### src/rtl/pipeline_stall_ctrl.sv
// Central stall/flush controller for the 5-stage pipeline.
// Two memory-port latency FSMs, a RUN/HALT mode FSM, a DMA bus-grant flop
// and a saturating stall counter feed a fixed-priority stall/flush decoder.
module pipeline_stall_ctrl #(
   parameter int IMEM_LATENCY = 2,
   parameter int DMEM_LATENCY = 2
) (
   input  logic        clk,
   input  logic        reset_n,
   input  logic        imem_req,
   input  logic        dmem_req,
   input  logic        load_use,
   input  logic        mispredict,
   input  logic        halted,
   input  logic        BR,
   output logic        BG,
   output logic        imem_ready,
   output logic        dmem_ready,
   output logic        pc_stall,
   output logic        ifid_stall,
   output logic        idex_stall,
   output logic        exmem_stall,
   output logic        memwb_stall,
   output logic        ifid_flush,
   output logic        idex_flush,
   output logic        exmem_flush,
   output logic        memwb_flush,
   output logic [15:0] stall_count
);

   typedef enum logic {MODE_RUN, MODE_HALT} mode_t;
   typedef enum logic {PORT_IDLE, PORT_WAIT} port_t;

   localparam int IW = $clog2(IMEM_LATENCY + 1);
   localparam int DW = $clog2(DMEM_LATENCY + 1);
   // WAIT entry value: WAIT lasts LAT-1 cycles, the last one (cnt==0) completing the access.
   localparam logic [IW-1:0] IMEM_RELOAD = IW'((IMEM_LATENCY > 1) ? IMEM_LATENCY - 2 : 0);
   localparam logic [DW-1:0] DMEM_RELOAD = DW'((DMEM_LATENCY > 1) ? DMEM_LATENCY - 2 : 0);

   mode_t         r_mode, w_mode_nxt;
   port_t         r_imem_state, w_imem_state_nxt;
   port_t         r_dmem_state, w_dmem_state_nxt;
   logic [IW-1:0] r_imem_cnt, w_imem_cnt_nxt;
   logic [DW-1:0] r_dmem_cnt, w_dmem_cnt_nxt;
   logic          r_bg, w_bg_nxt;
   logic [15:0]   r_stall_count;
   logic          w_run, w_imem_rdy, w_dmem_rdy, w_imem_stall, w_dmem_stall, w_dma_free;

   // Port FSMs only advance in RUN and out of reset; in HALT they are frozen.
   assign w_run = reset_n && (r_mode == MODE_RUN);

   // dmem port FSM: an access may start only while the DMA master does not own the bus.
   always_comb begin
      // NOTE: every signal assigned here gets a default first so no latch can be inferred.
      w_dmem_state_nxt = r_dmem_state;
      w_dmem_cnt_nxt   = r_dmem_cnt;
      w_dmem_rdy       = 1'b0;
      if (w_run) begin
         case (r_dmem_state)
            PORT_IDLE: begin
               if (dmem_req && !r_bg) begin
                  if (DMEM_LATENCY == 1) begin
                     w_dmem_rdy = 1'b1;
                  end else begin
                     w_dmem_state_nxt = PORT_WAIT;
                     w_dmem_cnt_nxt   = DMEM_RELOAD;
                  end
               end
            end
            PORT_WAIT: begin
               if (r_dmem_cnt != '0) begin
                  w_dmem_cnt_nxt = r_dmem_cnt - DW'(1);
               end else begin
                  w_dmem_rdy       = 1'b1;
                  w_dmem_state_nxt = PORT_IDLE;
               end
            end
         endcase
      end
   end

   assign w_dmem_stall = dmem_req && !w_dmem_rdy;

   // imem port FSM: a mispredict aborts the fetch unless EX is being held by a dmem stall.
   always_comb begin
      w_imem_state_nxt = r_imem_state;
      w_imem_cnt_nxt   = r_imem_cnt;
      w_imem_rdy       = 1'b0;
      if (w_run) begin
         case (r_imem_state)
            PORT_IDLE: begin
               if (imem_req) begin
                  if (IMEM_LATENCY == 1) begin
                     w_imem_rdy = 1'b1;
                  end else begin
                     w_imem_state_nxt = PORT_WAIT;
                     w_imem_cnt_nxt   = IMEM_RELOAD;
                  end
               end
            end
            PORT_WAIT: begin
               if (r_imem_cnt != '0) begin
                  w_imem_cnt_nxt = r_imem_cnt - IW'(1);
               end else begin
                  w_imem_rdy       = 1'b1;
                  w_imem_state_nxt = PORT_IDLE;
               end
            end
         endcase
         if (mispredict && !w_dmem_stall) begin
            w_imem_state_nxt = PORT_IDLE;
         end
      end
   end

   assign w_imem_stall = imem_req && !w_imem_rdy;
   assign imem_ready   = w_imem_rdy;
   assign dmem_ready   = w_dmem_rdy;

   // Mode next state: HALT is sticky until reset.
   always_comb begin
      w_mode_nxt = r_mode;
      if (r_mode == MODE_RUN && halted) begin
         w_mode_nxt = MODE_HALT;
      end
   end

   // Bus grant: the data port is free when idle and unrequested, or when its access completes now.
   assign w_dma_free = ((r_dmem_state == PORT_IDLE) && !dmem_req) || w_dmem_rdy;
   assign w_bg_nxt   = BR && (r_bg || w_dma_free);

   // Stall/flush decode: reset, HALT, then the RUN priority chain.
   always_comb begin
      pc_stall    = 1'b0;
      ifid_stall  = 1'b0;
      idex_stall  = 1'b0;
      exmem_stall = 1'b0;
      memwb_stall = 1'b0;
      ifid_flush  = 1'b0;
      idex_flush  = 1'b0;
      exmem_flush = 1'b0;
      memwb_flush = 1'b0;
      if (!reset_n) begin
         ifid_flush  = 1'b1;
         idex_flush  = 1'b1;
         exmem_flush = 1'b1;
         memwb_flush = 1'b1;
      end else if (r_mode == MODE_HALT) begin
         pc_stall    = 1'b1;
         ifid_stall  = 1'b1;
         idex_stall  = 1'b1;
         exmem_stall = 1'b1;
         memwb_stall = 1'b1;
      end else if (w_dmem_stall) begin
         pc_stall    = 1'b1;
         ifid_stall  = 1'b1;
         idex_stall  = 1'b1;
         exmem_stall = 1'b1;
         memwb_flush = 1'b1;
      end else if (mispredict) begin
         ifid_flush  = 1'b1;
         idex_flush  = 1'b1;
      end else if (load_use) begin
         pc_stall    = 1'b1;
         ifid_stall  = 1'b1;
         idex_flush  = 1'b1;
      end else if (w_imem_stall) begin
         pc_stall    = 1'b1;
         ifid_flush  = 1'b1;
      end
   end

   // State registers, bus grant and saturating stall counter.
   always_ff @(posedge clk or negedge reset_n) begin
      if (!reset_n) begin
         r_mode        <= MODE_RUN;
         r_imem_state  <= PORT_IDLE;
         r_dmem_state  <= PORT_IDLE;
         r_imem_cnt    <= '0;
         r_dmem_cnt    <= '0;
         r_bg          <= 1'b0;
         r_stall_count <= '0;
      end else begin
         // NOTE: non-blocking assignments so every register samples pre-edge values.
         r_mode       <= w_mode_nxt;
         r_imem_state <= w_imem_state_nxt;
         r_dmem_state <= w_dmem_state_nxt;
         r_imem_cnt   <= w_imem_cnt_nxt;
         r_dmem_cnt   <= w_dmem_cnt_nxt;
         r_bg         <= w_bg_nxt;
         if (pc_stall && r_stall_count != 16'hFFFF) begin
            r_stall_count <= r_stall_count + 16'd1;
         end
      end
   end

   assign BG          = r_bg;
   assign stall_count = r_stall_count;

endmodule

### config.mk
export PLATFORM = sky130hd
export DESIGN_NAME = pipeline_stall_ctrl
export DESIGN_NICKNAME = d
export VERILOG_FILES = /design/src/rtl/pipeline_stall_ctrl.sv
export SDC_FILE = /design/constraint.sdc
export NUM_CORES = 1
export LEC_CHECK = 0
export BUFFER_PORTS_ARGS = -buffer_cell sky130_fd_sc_hd__buf_2
export CAP_MARGIN = 20
export CORE_MARGIN = 1.5
export CORE_UTILIZATION = 48
export CTS_BUF_LIST = sky130_fd_sc_hd__clkbuf_8
export DETAILED_ROUTE_END_ITERATION = 12
export HOLD_SLACK_MARGIN = 0.02
export PLACE_DENSITY = 0.81
export SYNTH_ARGS = -nofsm -noshare
export SYNTH_HDL_FRONTEND = slang
export SYNTH_SLANG_ARGS = --single-unit
### constraint.sdc
create_clock -name clk -period 1.68 [get_ports clk]
set_clock_uncertainty 0.1 [all_clocks]
set_input_delay 0.336 -clock clk [delete_from_list [all_inputs] [get_ports clk]]
set_output_delay 0.336 -clock clk [all_outputs]
set_load 0.05 [all_outputs]
Word level (Yosys, flattened, before mapping)
Cells that the tools add are included.
{ "word_totals": {"rom_bits": 0, "input_bits": 8, "latchBits": 0, "out_inout_bits": 28, "word_cells": 85, "ramBits": 0, "mem_count": 0, "ff_bits": 24} }
{ "op_classes": {"n_shift": 0, "n_mux": 47, "bitwise_logic": 3, "reduce_logical": 20, "magnitude_cmp": 0, "div_mod_pow": 0, "mul": 0, "addsub": 3, "eq_ne": 5} }
{ "op_table": {"columns": ["op", "count"], "rows": [
  ["2-to-1 mux 1 bit", 39],
  ["adder 16 x 1 -> 16 bit (second input constant)", 1],
  ["inequality test 16 bit (second input constant)", 1],
  ["logical AND 1 bit", 9],
  ["2-to-1 mux 2 bit", 4],
  ["one-hot mux 2 bit (2 select lines)", 2],
  ["AND reduction 3 bit", 2],
  ["logical NOT 1 bit", 5],
  ["inequality test 2 x 1 -> 1 bit (second input constant)", 2],
  ["inequality test 2 bit (second input constant)", 2],
  ["one-hot mux 1 bit (2 select lines)", 2],
  ["nonzero test 2 bit", 2],
  ["subtractor 2 x 1 -> 2 bit (second input constant)", 2],
  ["NOT 1 bit", 3],
  ["logical OR 1 bit", 2]
]} }

Logic depth before layout (Yosys ltp)
{ "depth": {"depth_word": 13, "mapped_depth": 8} }

Worst setup path before layout
No wires, ideal clock.
{ "synth_path": {"path_type": "register -> output", "start": "register r_dmem_cnt[0]", "end": "output ifid_flush", "required_ns": 1.244, "setup_slack_ns": -1.002, "t_arrival_ns": 2.246, "path_stages_with_launch": 7, "cell_sequence": "dfrtp_1 -> inv_1 -> ha_1 -> nand2_1 -> a21oi_2 -> a21oi_1 -> a31oi_1"} }
{ "synth_between": {"elab_chain_len": 9} }
{ "synth_lines": {"columns": ["element", "line_no", "text"], "rows": [
  ["start, declared", "44", "logic [DW-1:0] r_dmem_cnt, w_dmem_cnt_nxt;"],
  ["start signal, assigned", "189", "r_dmem_cnt <= w_dmem_cnt_nxt;"],
  ["nonzero test 2 bit", "71", "if (r_dmem_cnt != '0) begin"],
  ["2-to-1 mux 1 bit", "71", null],
  ["2-to-1 mux 1 bit", "59", "case (r_dmem_state)"],
  ["2-to-1 mux 1 bit", "58", "if (w_run) begin"],
  ["logical NOT 1 bit", "82", "assign w_dmem_stall = dmem_req && !w_dmem_rdy;"],
  ["logical AND 1 bit", "82", null],
  ["2-to-1 mux 1 bit", "154", "end else if (w_dmem_stall) begin"],
  ["2-to-1 mux 1 bit", "148", "end else if (r_mode == MODE_HALT) begin"],
  ["2-to-1 mux 1 bit", "143", "if (!reset_n) begin"],
  ["end, declared", "24", "output logic ifid_flush,"]
]} }
Every way passes these cells.

Final worst setup path
{ "layout_path": {"start": "register r_dmem_cnt[1]", "end": "output pc_stall"} }
{ "layout_between": {"elab_chain_len": 9} }
{ "layout_lines": {"columns": ["element", "line_no", "text"], "rows": [
  ["nonzero test 2 bit", "71", null],
  ["2-to-1 mux 1 bit", "71", null],
  ["2-to-1 mux 1 bit", "59", null],
  ["2-to-1 mux 1 bit", "58", null],
  ["logical NOT 1 bit", "82", null],
  ["logical AND 1 bit", "82", null],
  ["2-to-1 mux 1 bit", "154", null],
  ["2-to-1 mux 1 bit", "148", null],
  ["2-to-1 mux 1 bit", "143", null],
  ["end, declared", "19", "output logic pc_stall,"]
]} }
Every way passes these cells.

==> impl_metrics.py <==
metrics = {
    "run_status": {
        "status": "finished with violations",
        "violations": "negative setup slack",
    },
    "worst_setup_path": {
        "worstSetupEndpointType": "output port",
        "critPathMaxStageDelay_ns": 0.38,
        "critical_path_class": "flop to output port",
        "slowest_stage": "dfrtp_1",
        "cp_max_fo": 4,
        "path_cells": "inv_2 > ha_4 > nand2_4 > a21oi_4 > buf_4 > a21oi_2 > buf_6",
        "r2r_cells": 10,
        "cp.arrival_ns": 1.58,
        "crit_required_ns": 1.24,
        "reg2reg_from": "r_dmem_cnt[1]",
        "worstReg2RegEnd": "stall_count[14]",
        "start_kind": "flop",
        "r2r_slack_ns": -0.32,
    },
    "logic_synthesis": {
        "synth_area_per_cell_sq_um": 10.0,
        "synth_flop_cell": "dfrtp_1",
        "synth_top_family_by_area": "simple AND/OR/NAND/NOR gates",
        "syn_inst": 131,
        "seq_area_frac_synth": 0.458,
        "synth_cell_types": 33,
        "synth-seq-cells": 24,
        "synth_nets": 142,
        "synth_compound_gate_area_share": 0.108,
        "synthXorXnorAreaFrac": 0.0936,
        "netlist_area_sq_um": 1310,
        "ys_warn_count": 0,
        "synth_mux_area_frac": 0.0201,
        "synthAdderAreaFrac": 0.0287,
        "synth_edf_count": 0,
        "ys_async_sr_fraction": 1.00,
        "synth-simple-area-share": 0.245,
    },
    "cts": {
        "cts.path.max_buffers": 2,
        "cts_buffers": 3,
        "cts_tree": "done",
        "htreeDepth": 1,
        "cts.clk_slew.worst_paths_ns": 0.09,
        "root_buffer": "clkbuf_8",
        "cts_num_sinks": 24,
        "clk_latency_ns": 0.27,
    },
    "grt": {
        "grt.total_usage": 0.285,
        "antenna_found_initial": 0,
        "grt_max_degree": 15,
        "grt_pass1_vias": 1310,
        "grt.overflow.total": 0,
        "busiest_layer": "met2",
        "grt_pass1_wl_microns": 6730,
        "grt_use_met2": 0.503,
        "use_met3": 0.0351,
        "use_met1": 0.359,
    },
    "die": {
        "dieArea_sq_um": 3050,
        "io_pins": 36,
        "initial_utilization": 0.519,
        "die_w_microns": 55.2,
        "core_sq_um": 2520,
        "num_rows": 18,
        "die_h_microns": 55.2,
    },
    "placed_design": {
        "post-dp-hpwl_microns": 2440,
        "gp_congestion": 0.831,
        "io_buffers": 35,
    },
    "hold_path": {
        "worstHoldStart": "halted",
        "hold_end": "r_mode",
        "hold_depth": 2,
        "hold_class": "input pin to flop",
    },
    "drt": {
        "vias": 1341,
        "viasPerCell": 5.71,
        "drt-total-wl_microns": 4230,
        "routedWlPerCell_microns": 18.0,
        "ant_nets": 0,
        "drcViolationCount": 0,
        "drtIter0Drc": 32,
        "drtPass1Iterations": 4,
    },
    "timing": {
        "fmax_mhz": 497,
        "drv_slew": 0,
        "setup_viol": 25,
        "min_period_ns": 2.01,
        "fin_ws_ns": -0.333,
        "fin_crit_sh": 1.20,
        "relSlewSlack": 0.764,
        "hold_ws_ns": 0.143,
        "hold_violations": 0,
        "rsz0062_at_grt": "yes",
        "worst_slew_pin_slew_ns": 0.353,
    },
    "cells_and_area": {
        "syn_to_final_growth_pct": 60.7,
        "drive_gt1_frac": 0.629,
        "final_core_util": 0.835,
        "nets": 217,
        "multi_input_area_sq_um": 806,
        "regArea_sq_um": 618,
        "nFillCells": 139,
        "mostFrequentLayoutCells": "buf_4, buf_2, xnor2_1, dfrtp_2",
        "layout_commonest_cell": "buf_4",
        "n_antenna_cell": 0,
    },
    "power_and_ir_drop": {
        "peakVddDrop_mv": 1.17,
        "power_density_nw_per_um2": 1030,
        "p_total_uw": 2170,
        "leakage_uw": 0.000987,
    },
    "flow_run": {
        "drv_cap": 0,
    },
}
## per-layer routing
layer | up-vias | wire length (microns)
met5 | - | 0
met4 | 0 | 133
met3 | 17 | 228
met2 | 55 | 2230
met1 | 663 | 1630
li1 | 606 | -
## cell type report
type | count | area share
sequential | 24 | 0.294
inverter | 8 | 0.0143
tap | 30 | 0.0178
clock inverter | 1 | 0.0143
timing repair buffer | 73 | 0.258
clock buffer | 3 | 0.0196
multi-input combinational | 96 | 0.383
## how the worst max path moves through the flow
stage	start	end	slack (ns)
final	r_dmem_cnt[1]	pc_stall	-0.33
after global placement	r_dmem_cnt[1]	ifid_flush	-0.06
after global routing	r_dmem_cnt[0]	stall_count[14]	-0.40
after detailed placement	r_dmem_cnt[1]	idex_flush	-0.09
after CTS	r_dmem_cnt[1]	ifid_flush	-0.28
after floorplan	r_dmem_cnt[0]	ifid_flush	-0.22
## worst max-delay path, delay by kind of cell (launching register included)
kind            cells  cell delay (ns)
buf+inv             3             0.40
flops               1             0.38
compound gates      2             0.29
fa+ha+maj           1             0.16
simple gates        1             0.07
## through the flow
stage,instance area [sq um],TNS [ns],setup WS [ns],instances
after floorplan,1440,-0.912,-0.218,131
after global placement,1780,-0.159,-0.0606,215
after detailed placement,1780,-0.432,-0.0942,215
after CTS,2040,-3.66,-0.280,232
after global routing,2110,-6.25,-0.396,235
final,2110,-4.48,-0.333,235
## state kept, by name, indices dropped and copies added, names as in the netlist
| name | flops |
|---|---|
| r_imem_state | 1 |
| r_imem_cnt | 2 |
| r_mode | 1 |
| r_dmem_cnt | 2 |
| stall_count | 16 |
| BG | 1 |
| r_dmem_state | 1 |
## cells in the mapped netlist (2+ instances only)
cell type,n,area (sq um)
a21oi_1,3,15.0
a21oi_2,2,17.5
a22o_1,3,26.3
and3_2,4,30.0
and4_4,2,22.5
buf_6,2,22.5
dfrtp_1,24,601
ha_1,3,37.5
inv_1,8,30.0
nand2_1,10,37.5
nand2b_1,2,12.5
nand3_1,6,30.0
nand3_2,3,30.0
nand4_1,7,43.8
nor2_1,13,48.8
o21ai_0,9,45.0
xnor2_1,14,123
## cells by family after synthesis
kind of cell / Yosys count
compound gates: 22
buf+inv: 11
simple gates: 55
mux: 2
flops: 24
fa+ha+maj: 3
xor+xnor: 14
## power breakdown
| group | switching, uW | leakage, uW | total [uW] | internal (uW) |
|---|---|---|---|---|
| clock network | 206 | 0.0000357 | 525 | 319 |
| registers | 131 | 0.000289 | 814 | 683 |
| logic | 546 | 0.000662 | 834 | 288 |
| total | 883 | 0.000987 | 2170 | 1290 |
## what timing repair did
action / in CTS / in global routing
hold buffers: 3 / 0
endpoints found under the hold margin: 24 / 0
gates resized for setup: 26 / 14
buffers inserted: 10 / 6
pin swaps: 3 / 3
setup endpoints to repair: 23 / 29
Power figures use the tool's default switching activity.
